## config.mk

```make
export PLATFORM = sky130hd
export DESIGN_NAME = timer
export DESIGN_NICKNAME = d
export VERILOG_FILES = /design/src/rtl/timer.sv
export SDC_FILE = /design/constraint.sdc
export NUM_CORES = 1
export LEC_CHECK = 0
export CORE_MARGIN = 2
export CORE_UTILIZATION = 50
export DETAILED_ROUTE_END_ITERATION = 10
export PLACE_DENSITY = 0.72
export SYNTH_ARGS = -nofsm -noshare
export SYNTH_HDL_FRONTEND = slang
export SYNTH_SLANG_ARGS = --single-unit
```

## constraint.sdc

```tcl
create_clock -name clk -period 4.5 [get_ports clk]
set_input_delay 0.9 -clock clk [delete_from_list [all_inputs] [get_ports clk]]
set_output_delay 0.9 -clock clk [all_outputs]
set_load 0.05 [all_outputs]
```

## src/rtl/timer.sv

```systemverilog
// Purpose : free-running divider producing a CPU-step strobe and a 60 Hz strobe.
// Latency : strobes decode the counters directly; one-cycle pulse once per period.
// Backpressure: none; the strobes are emitted unconditionally and cannot be stalled.
//
// Ports:
//   clk             system clock, all state updates on the rising edge
//   rst_n           asynchronous active-low reset, clears both counters
//   timer_cpu_tick  high for one cycle every CPU_DIV+1 cycles
//   timer_60hz_tick high for one cycle every HZ60_DIV+1 cycles
module timer #(
    parameter int CLOCK_SPEED = 100000,
    parameter int CPU_SPEED   = 500
) (
    input  logic clk,
    input  logic rst_n,
    output logic timer_cpu_tick,
    output logic timer_60hz_tick
);

    localparam int CPU_DIV  = CLOCK_SPEED / CPU_SPEED;
    localparam int HZ60_DIV = CLOCK_SPEED / 60;

    // A divisor of 0 would give a zero-width counter; keep at least one bit.
    // With a terminal count of 0 the counter simply stays at 0, so the tick
    // is permanently high.
    localparam int CPU_W = (CPU_DIV  < 1) ? 1 : $clog2(CPU_DIV + 1);
    localparam int HZ_W  = (HZ60_DIV < 1) ? 1 : $clog2(HZ60_DIV + 1);

    localparam logic [CPU_W-1:0] CPU_TC = CPU_W'(CPU_DIV);
    localparam logic [HZ_W-1:0]  HZ_TC  = HZ_W'(HZ60_DIV);

    logic [CPU_W-1:0] cpu_cnt;
    logic [HZ_W-1:0]  hz_cnt;

    // The counters are independent; both restart at 0 after reset, so the
    // ticks are high during reset and fire again exactly one period later.
    always_ff @(posedge clk or negedge rst_n) begin
        if (!rst_n) begin
            cpu_cnt <= '0;
        end else if (cpu_cnt == CPU_TC) begin
            cpu_cnt <= '0;
        end else begin
            cpu_cnt <= cpu_cnt + CPU_W'(1);
        end
    end

    always_ff @(posedge clk or negedge rst_n) begin
        if (!rst_n) begin
            hz_cnt <= '0;
        end else if (hz_cnt == HZ_TC) begin
            hz_cnt <= '0;
        end else begin
            hz_cnt <= hz_cnt + HZ_W'(1);
        end
    end

    // Combinational decode: the strobe follows the counter (and async reset)
    // without an extra register stage.
    assign timer_cpu_tick  = (cpu_cnt == '0);
    assign timer_60hz_tick = (hz_cnt  == '0);

endmodule

```

==> results.cfg, run 1 <==
[run_status]
outcome = finished, final reports clean

[clocking]
cts_hold_buffers = 0
root_buffer = clkbuf_4
post_cts_buffers = 0
clock_latency_ns = 0.29
clk_path_buf_depth = 2
cts_buffers = 3
cts_sinks = 19
clk_pin_slew_ns = 0.11
cts_tree = done
htree_levels = 1
cts_resized = 0

[yosys]
synth.area.mux_share = 0
synth_top_family_by_area = simple AND/OR/NAND/NOR gates
synthSimpleGateAreaFrac = 0.253
avgSynthCellArea_um2 = 10.5
synth_top_area_share = 0.494
synthTopCellsByCount = dfrtp_1 (19), inv_1 (8), nand3_1 (8), xnor2_1 (8), nor2_1 (7)
synth_edf_count = 0
ys_seq_area_frac = 0.494
synth_top_cell_by_area = dfrtp_1
synth-compound-area-share = 0.0623
synth_warnings = 0
synth.area.top_cells = dfrtp_1 (49%), xnor2_1 (7.3%), ha_1 (6.5%), nand3_1 (4.2%), nand4_1 (3.2%)
synth_fa_ha_area_frac = 0.0649
synth_xor_area_frac = 0.0909
syn_area_um2 = 963
yosys.cell_count.top_type = dfrtp_1
synth_ff_type = dfrtp_1
ys_async_sr_fraction = 1.00
synthDistinctLibCells = 25
ys_ff_latch = 19
synth_cells = 92
synth_fp_nets = 99

[worst_setup_path]
end_kind = output port
cp_max_fo = 7
r2r_start = cpu_cnt[0]
critical-path-max-stage-delay_ns = 0.84
worstPathCellList = inv_1, ha_1, or4b_2, nor4_1, clkdlybuf4s50_1
cp_data_required_time_ns = 3.60
arrival_ns = 2.59
cp-start-kind = flop
crit_path_start = hz_cnt[0]
slowest_stage = clkdlybuf4s50_1
path_class = flop to output port

[route]
via_per_inst = 5.67
postRouteWirelength_mm = 1.56
firstDrtPassIters = 4
vias = 698
drt_iter0_markers = 30
post_drt_wl_per_cell_um = 12.7
drc_errors = 0
antenna_left = 0

[timing]
post-route-period-util = 0.775
grt_setup_unrepaired = false
fin_skew_ns = 0.000912
setup_viol = 0
finalHoldViolCount = 0
fin_crit_ns = 3.49
fmax_mhz = 287
drv_slew = 0
slew_headroom = 0.454
worstMarginPinSlew_ns = 0.816
tns_ns = 0

[layout]
syn2layout_area_growth_pct = 8.70
antenna_cells = 0
drive_gt1_frac = 0.0714
nets = 106
utilization = 0.594

[global_route]
grt_max_degree = 20
overflow = 0
grt_pass1_wl_mm = 2.60
grt_pass1_vias = 589
antenna_found_initial = 0
track_usage = 0.163

[pwr]
powerDensity_nw_per_um2 = 248
peakVddDrop_uv = 169
power_leakage_nw = 0.397

[floorplan]
initial_utilization = 0.546
row_count = 15
die_w_um = 47.9
die_h_um = 47.9
io_pins = 4
design.core.area_um2 = 1760
die_area_um2 = 2290

[flow_run]
cap_violations = 0

[placement]
hpwl_mm = 1.12
gp_congestion = 0.825
io_buffers = 3

[min_path]
hp-start = cpu_cnt[0]
min_path_type = flop to flop
## sequential cells by signal (all words and copies together) (netlist names)
name     cells
cpu_cnt      8
hz_cnt      11
## cell usage in the layout, fill, tap and decap left out, types with 2 or more instances in the layout
cell / count
inv_1: 8
clkdlybuf4s50_1: 3
o31ai_1: 2
nand2_1: 5
xor2_1: 2
nor3_1: 2
ha_1: 5
nor2_1: 7
xnor2_1: 8
o221ai_1: 2
a31oi_1: 2
a21oi_1: 2
nand4_1: 5
nor4_1: 3
dfrtp_1: 19
or4_1: 2
nor2b_1: 2
clkbuf_4: 3
nand3_1: 8
## critical path, delay by kind of cell, from the launching register on
family	cells	cell delay, ns
buffers and inverters	2	0.95
adders and majority gates	1	0.14
and+or+nand+nor	2	0.75
DFF	1	0.47
## cells by family after synthesis
| group | count (synthesis) |
|---|---|
| and+or+nand+nor | 40 |
| DFF | 19 |
| xor gates and xnor gates | 10 |
| AOI/OAI and AO/OA | 9 |
| buffers and inverters | 9 |
| adders and majority gates | 5 |
## where the power goes
group | leakage [nW] | total (mW) | internal (mW) | switching (mW)
Clock | 0.0150 | 0.0858 | 0.0344 | 0.0513
Combinational | 0.145 | 0.00383 | 0.000761 | 0.00307
Sequential | 0.237 | 0.171 | 0.171 | 0
Total | 0.397 | 0.260 | 0.206 | 0.0544
## final cells by class
class / count / area, µm²
Clock buffer: 4 / 26.3
Fill cell: 151 / 717
Inverter: 8 / 30.0
Multi-Input combinational cell: 64 / 454
Sequential cell: 19 / 475
Tap cell: 25 / 31.3
Timing Repair Buffer: 3 / 30.0
## worst paths after layout
path                                   endpoint  slack (ns)  depth (start not counted)
min in group asynchronous            cpu_cnt[7]        1.07                          1
worst max-delay path            timer_60hz_tick        1.01                          5
worst min register to register       cpu_cnt[0]        0.51                          1
worst max register to register       cpu_cnt[3]        2.77                          5
worst min-delay path                 cpu_cnt[0]        0.51                          1
max in group asynchronous             hz_cnt[1]        2.93                          1
## routing by layer
layer	GRT usage	wire [µm]	vias to the layer above
met1	0.261	833	342
met5	0	0	-
met4	0.0649	13	0
met2	0.219	664	11
li1	-	-	343
met3	0.0226	46	2
## stage by stage
stage	cell area (µm²)	setup WS, ns	std cells	total power, mW	hold WS, ns
final	1050	1.01	123	0.260	0.513
after global placement	1020	1.38	119	0.178	0.497
after detailed placement	1020	1.35	119	0.178	0.497
after global routing	1050	0.893	123	0.269	0.552
after floorplan	963	0.937	92	0.174	0.465
after CTS	1050	1.02	123	0.262	0.513
(Power assumes the default switching activity.)
==> run 2: changes to the inputs <==
--- a/config.mk
+++ b/config.mk
@@ -8,7 +8,7 @@
 export CORE_MARGIN = 2
 export CORE_UTILIZATION = 50
 export DETAILED_ROUTE_END_ITERATION = 10
-export PLACE_DENSITY = 0.72
+export PLACE_DENSITY = 0.74
 export SYNTH_ARGS = -nofsm -noshare
 export SYNTH_HDL_FRONTEND = slang
 export SYNTH_SLANG_ARGS = --single-unit
==> constraint.sdc (replaced) <==
create_clock -name clk -period 2.95 [get_ports clk]
set_input_delay 0.59 -clock clk [delete_from_list [all_inputs] [get_ports clk]]
set_output_delay 0.59 -clock clk [all_outputs]
set_load 0.05 [all_outputs]
==> run 2 against run 1 <==
Clock power rose by 48%. Utilization rose by 0.43 points. First-iteration DRC count fell by 77%. Clock skew rose by 0.0060 ns. Combinational power rose by 55%. Hold slack got worse by 0.0014 ns. Design area rose by 0.72%. Register-to-register slack got worse by 1.6 ns. Sequential share of layout area fell by 0.32 points. Sequential power rose by 52%. Critical path type unchanged.
==> results.cfg, run 2 (synthesis results as in run 1) <==
[worst_setup_path]
r2r_start = cpu_cnt[0]
path_class = flop to output port
cp-start-kind = flop
end_kind = output port
crit_path_start = hz_cnt[0]
cp_max_fo = 7
cp_data_required_time_ns = 2.36
arrival_ns = 1.99

[clocking]
clk_path_buf_depth = 2
cts_hold_buffers = 0
cts_sinks = 19
clock_latency_ns = 0.29
root_buffer = clkbuf_4
clk_pin_slew_ns = 0.09
htree_levels = 1
cts_tree = done
cts_resized = 0
cts_buffers = 3
post_cts_buffers = 0

[timing]
tns_ns = 0
finalHoldViolCount = 0
whs_ns = 0.512
fin_skew_ns = 0.00694
drv_slew = 0
fmax_mhz = 388
grt_setup_unrepaired = false
post-route-period-util = 0.874
fin_crit_ns = 2.58
worstMarginPinSlew_ns = 0.830
setup_viol = 0
slew_headroom = 0.445

[route]
drt_iter0_markers = 7
via_per_inst = 5.58
drc_errors = 0
vias = 686
post_drt_wl_per_cell_um = 13.2
antenna_left = 0
firstDrtPassIters = 4
postRouteWirelength_mm = 1.62

[placement]
dp.cells = 119
gp_congestion = 0.825
io_buffers = 3
placed_cell_area_um2 = 1030
hpwl_mm = 1.16

[floorplan]
row_count = 15
die_w_um = 47.9
io_pins = 4
die_h_um = 47.9
design.core.area_um2 = 1760
die_area_um2 = 2290
initial_utilization = 0.546

[pwr]
peakVddDrop_uv = 288
power_leakage_nw = 0.402
powerDensity_nw_per_um2 = 373

[global_route]
track_usage = 0.171
grt_max_degree = 20
antenna_found_initial = 0
grt_pass1_vias = 633
grt_pass1_wl_mm = 2.65
overflow = 0

[layout]
final_cell_area_um2 = 1050
largest_register_ffs = 11
syn2layout_area_growth_pct = 9.48
nets = 106
drive_gt1_frac = 0.112
utilization = 0.598
final_common_cell = dfrtp_1
antenna_cells = 0
fill_cells = 156
seq_area_um2 = 475
layout_common_cells = dfrtp_1 (19), inv_1 (8), xnor2_1 (8), nand3_1 (8), nor2_1 (7)
multi_input_area_um2 = 467
largestRegisters = hz_cnt: 11 flops, cpu_cnt: 8 flops
final_cells = 123
largest-register = hz_cnt

[min_path]
hp-start = cpu_cnt[5]
min_path_type = flop to flop

[run_status]
outcome = finished, final reports clean

[flow_run]
cap_violations = 0
-- run 2: changes by cell type in the layout (fill, tap and decap cells not counted) --
cell / previous run / this run
buf_4: 0 / 2
nor4_1: 3 / 1
nor4_2: 0 / 2
clkdlybuf4s50_1: 3 / 1
-- run 2: report_power, final --
group | internal [mW] | switching [mW] | total (mW) | leakage [nW]
clock | 0.0526 | 0.0745 | 0.127 | 0.0150
sequential | 0.260 | 0 | 0.260 | 0.237
combinational | 0.00116 | 0.00477 | 0.00593 | 0.151
total | 0.314 | 0.0793 | 0.393 | 0.402
-- run 2: final timing paths --
path	end	slack, ns	cells past startpoint
min in group asynchronous	cpu_cnt[7]	0.76	1
hold / removal	cpu_cnt[5]	0.51	1
max in group asynchronous	hz_cnt[4]	1.67	1
setup reg to reg	cpu_cnt[2]	1.15	5
setup / recovery	timer_60hz_tick	0.37	5
hold reg to reg	cpu_cnt[5]	0.51	1
-- run 2: per-stage QoR --
stage / total power, mW / setup WS (ns)
floorplan: 0.265 / 0.273
detailed placement: 0.272 / 0.696
global placement: 0.272 / 0.756
finish: 0.393 / 0.371
CTS: 0.399 / 0.363
global route: 0.412 / 0.289
-- run 2: layout make-up --
class | count | share of cell area
multi-input combinational | 64 | 0.442
sequential | 19 | 0.451
timing repair buffer | 3 | 0.0237
tap | 25 | 0.0297
inverter | 8 | 0.0285
clock buffer | 4 | 0.0249
-- run 2: critical path: stages, from the launching register on --
cell	delay, ns
dfrtp_1	0.46
inv_1	0.12
ha_1	0.14
or4b_2	0.59
nor4_2	0.16
buf_4	0.24
-- run 2: metal layers --
metal / wire [µm] / share of wire / up-vias / GRT usage
met2: 705 / 0.43 / 7 / 0.259
met4: 19 / 0.012 / 0 / 0.0703
met5: 0 / 0 / - / 0
li1: - / - / 349 / -
met1: 859 / 0.53 / 328 / 0.221
met3: 38 / 0.023 / 2 / 0.0604
==> run 3: changes to the inputs <==
--- a/config.mk
+++ b/config.mk
@@ -6,9 +6,9 @@
 export NUM_CORES = 1
 export LEC_CHECK = 0
 export CORE_MARGIN = 2
-export CORE_UTILIZATION = 50
+export CORE_UTILIZATION = 52
 export DETAILED_ROUTE_END_ITERATION = 10
-export PLACE_DENSITY = 0.74
+export PLACE_DENSITY = 0.77
 export SYNTH_ARGS = -nofsm -noshare
 export SYNTH_HDL_FRONTEND = slang
 export SYNTH_SLANG_ARGS = --single-unit
==> run 3 against run 2 <==
Fmax up 1.1%. Utilization up 1.4 points. Count of clock-buffer cells in the layout down 1. Flip-flop and latch count unchanged. Combinational power down 4.0%. Power up 0.28%. Sequential power about the same. Critical path depth unchanged. Sequential share of layout area down 0.053 points. Critical path type unchanged. Via count up 0.29%. Hold slack worse by 0.00097 ns. Register-to-register slack about the same.
==> results.cfg, run 3 (synthesis results as in run 1) <==
[route]
via_per_inst = 5.59
drc_errors = 0
postRouteWirelength_mm = 1.53
post_drt_wl_per_cell_um = 12.4
firstDrtPassIters = 4
drt_iter0_markers = 21
vias = 688
antenna_left = 0

[worst_setup_path]
cp_data_required_time_ns = 2.36
end_kind = output port
worstPathCellList = inv_1, ha_1, or4b_2, nor4_2, buf_4
slowest_stage = or4b_2
cp_top_family = simple AND/OR/NAND/NOR gates
arrival_ns = 1.96
path_class = flop to output port
cp_max_fo = 7
path_buf_inv = 2
critical-path-max-stage-delay_ns = 0.59
cp-start-kind = flop

[floorplan]
initial_utilization = 0.558
die_area_um2 = 2210
die_w_um = 47.0
die_h_um = 47.0
io_pins = 4
design.core.area_um2 = 1730
row_count = 15

[timing]
worstMarginPinSlew_ns = 0.790
finalHoldViolCount = 0
fmax_mhz = 392
setup_viol = 0
grt_setup_unrepaired = false
tns_ns = 0
fin_skew_ns = 0.000656
fin_crit_ns = 2.55
drv_slew = 0
slew_headroom = 0.472
fin_ws_ns = 0.398
post-route-period-util = 0.865

[global_route]
antenna_found_initial = 0
track_usage = 0.167
overflow = 0
grt_pass1_wl_mm = 2.54
grt_pass1_vias = 588
grt_max_degree = 20

[layout]
largest_register_ffs = 11
layout_common_cells = dfrtp_1 (19), inv_1 (8), xnor2_1 (8), nand3_1 (8), nor2_1 (7)
utilization = 0.612
largest-register = hz_cnt
nets = 106
final_common_cell = dfrtp_1
antenna_cells = 0
largestRegisters = hz_cnt: 11 flops, cpu_cnt: 8 flops
drive_gt1_frac = 0.122
syn2layout_area_growth_pct = 9.61

[placement]
io_buffers = 3
place_ws_ns = 0.718
gp_congestion = 0.789
hpwl_mm = 1.13

[clocking]
htree_levels = 1
cts_buffers = 3
cts_sinks = 19
cts_tree = done
clk_path_buf_depth = 2
root_buffer = clkbuf_4
cts_hold_buffers = 0
clock_latency_ns = 0.29
post_cts_buffers = 0
cts_resized = 0
clk_pin_slew_ns = 0.11

[flow_run]
cap_violations = 0

[pwr]
peakVddDrop_uv = 210
power.total_mw = 0.394
powerDensity_nw_per_um2 = 373
power_leakage_nw = 0.405

[run_status]
outcome = finished, final reports clean

[min_path]
min_path_type = flop to flop
==> run 3: changes by cell type in the layout (fill, tap and decap cells not counted) <==
| cell | delta |
|---|---|
| clkbuf_1 | -1 |
| clkinv_2 | +1 |
==> run 3: worst reg2reg max path: cells and delay by family, from the launching register on <==
family / cells / cell delay, ns
simple gates: 3 / 1.06
fa+ha+maj: 1 / 0.13
flops: 1 / 0.43
buf+inv: 1 / 0.07
==> run 3: worst paths after layout <==
kind	startpoint	end	slack [ns]	cells past startpoint
worst max-delay path	hz_cnt[0]	timer_60hz_tick	0.40	5
worst min-delay path	cpu_cnt[0]	cpu_cnt[0]	0.51	1
worst max register to register	cpu_cnt[0]	cpu_cnt[2]	1.15	5
worst min register to register	cpu_cnt[0]	cpu_cnt[0]	0.51	1
max in group asynchronous	rst_n	cpu_cnt[1]	1.71	1
min in group asynchronous	rst_n	hz_cnt[8]	0.75	1
==> run 3: report_power, final <==
part	internal, mW	switching (mW)
combinational	0.00116	0.00453
sequential	0.260	0
clock	0.0504	0.0780
total	0.312	0.0825
==> run 3: layout make-up <==
class                      count  area, µm²
inverter                       8       30.0
fill                         156        671
tap                           25       31.3
clock buffer                   3       22.5
clock inverter                 1       5.00
multi-input combinational     64        467
timing repair buffer           3       25.0
sequential                    19        475
==> run 3: through the flow <==
step	instances	instance area [µm²]	hold WS, ns
after floorplan	92	976	0.294
after global placement	119	1030	0.488
after detailed placement	119	1030	0.493
after CTS	123	1060	0.510
after global routing	123	1060	0.526
final	123	1060	0.511
==> run 3: metal layers <==
layer | global-route usage | vias up | part of all wire | routed length (µm)
met5 | 0 | - | 0 | 0
met4 | 0.100 | 0 | 0.0079 | 12
met3 | 0.0346 | 2 | 0.032 | 49
met2 | 0.214 | 10 | 0.44 | 669
met1 | 0.257 | 330 | 0.52 | 792
li1 | - | 346 | - | -
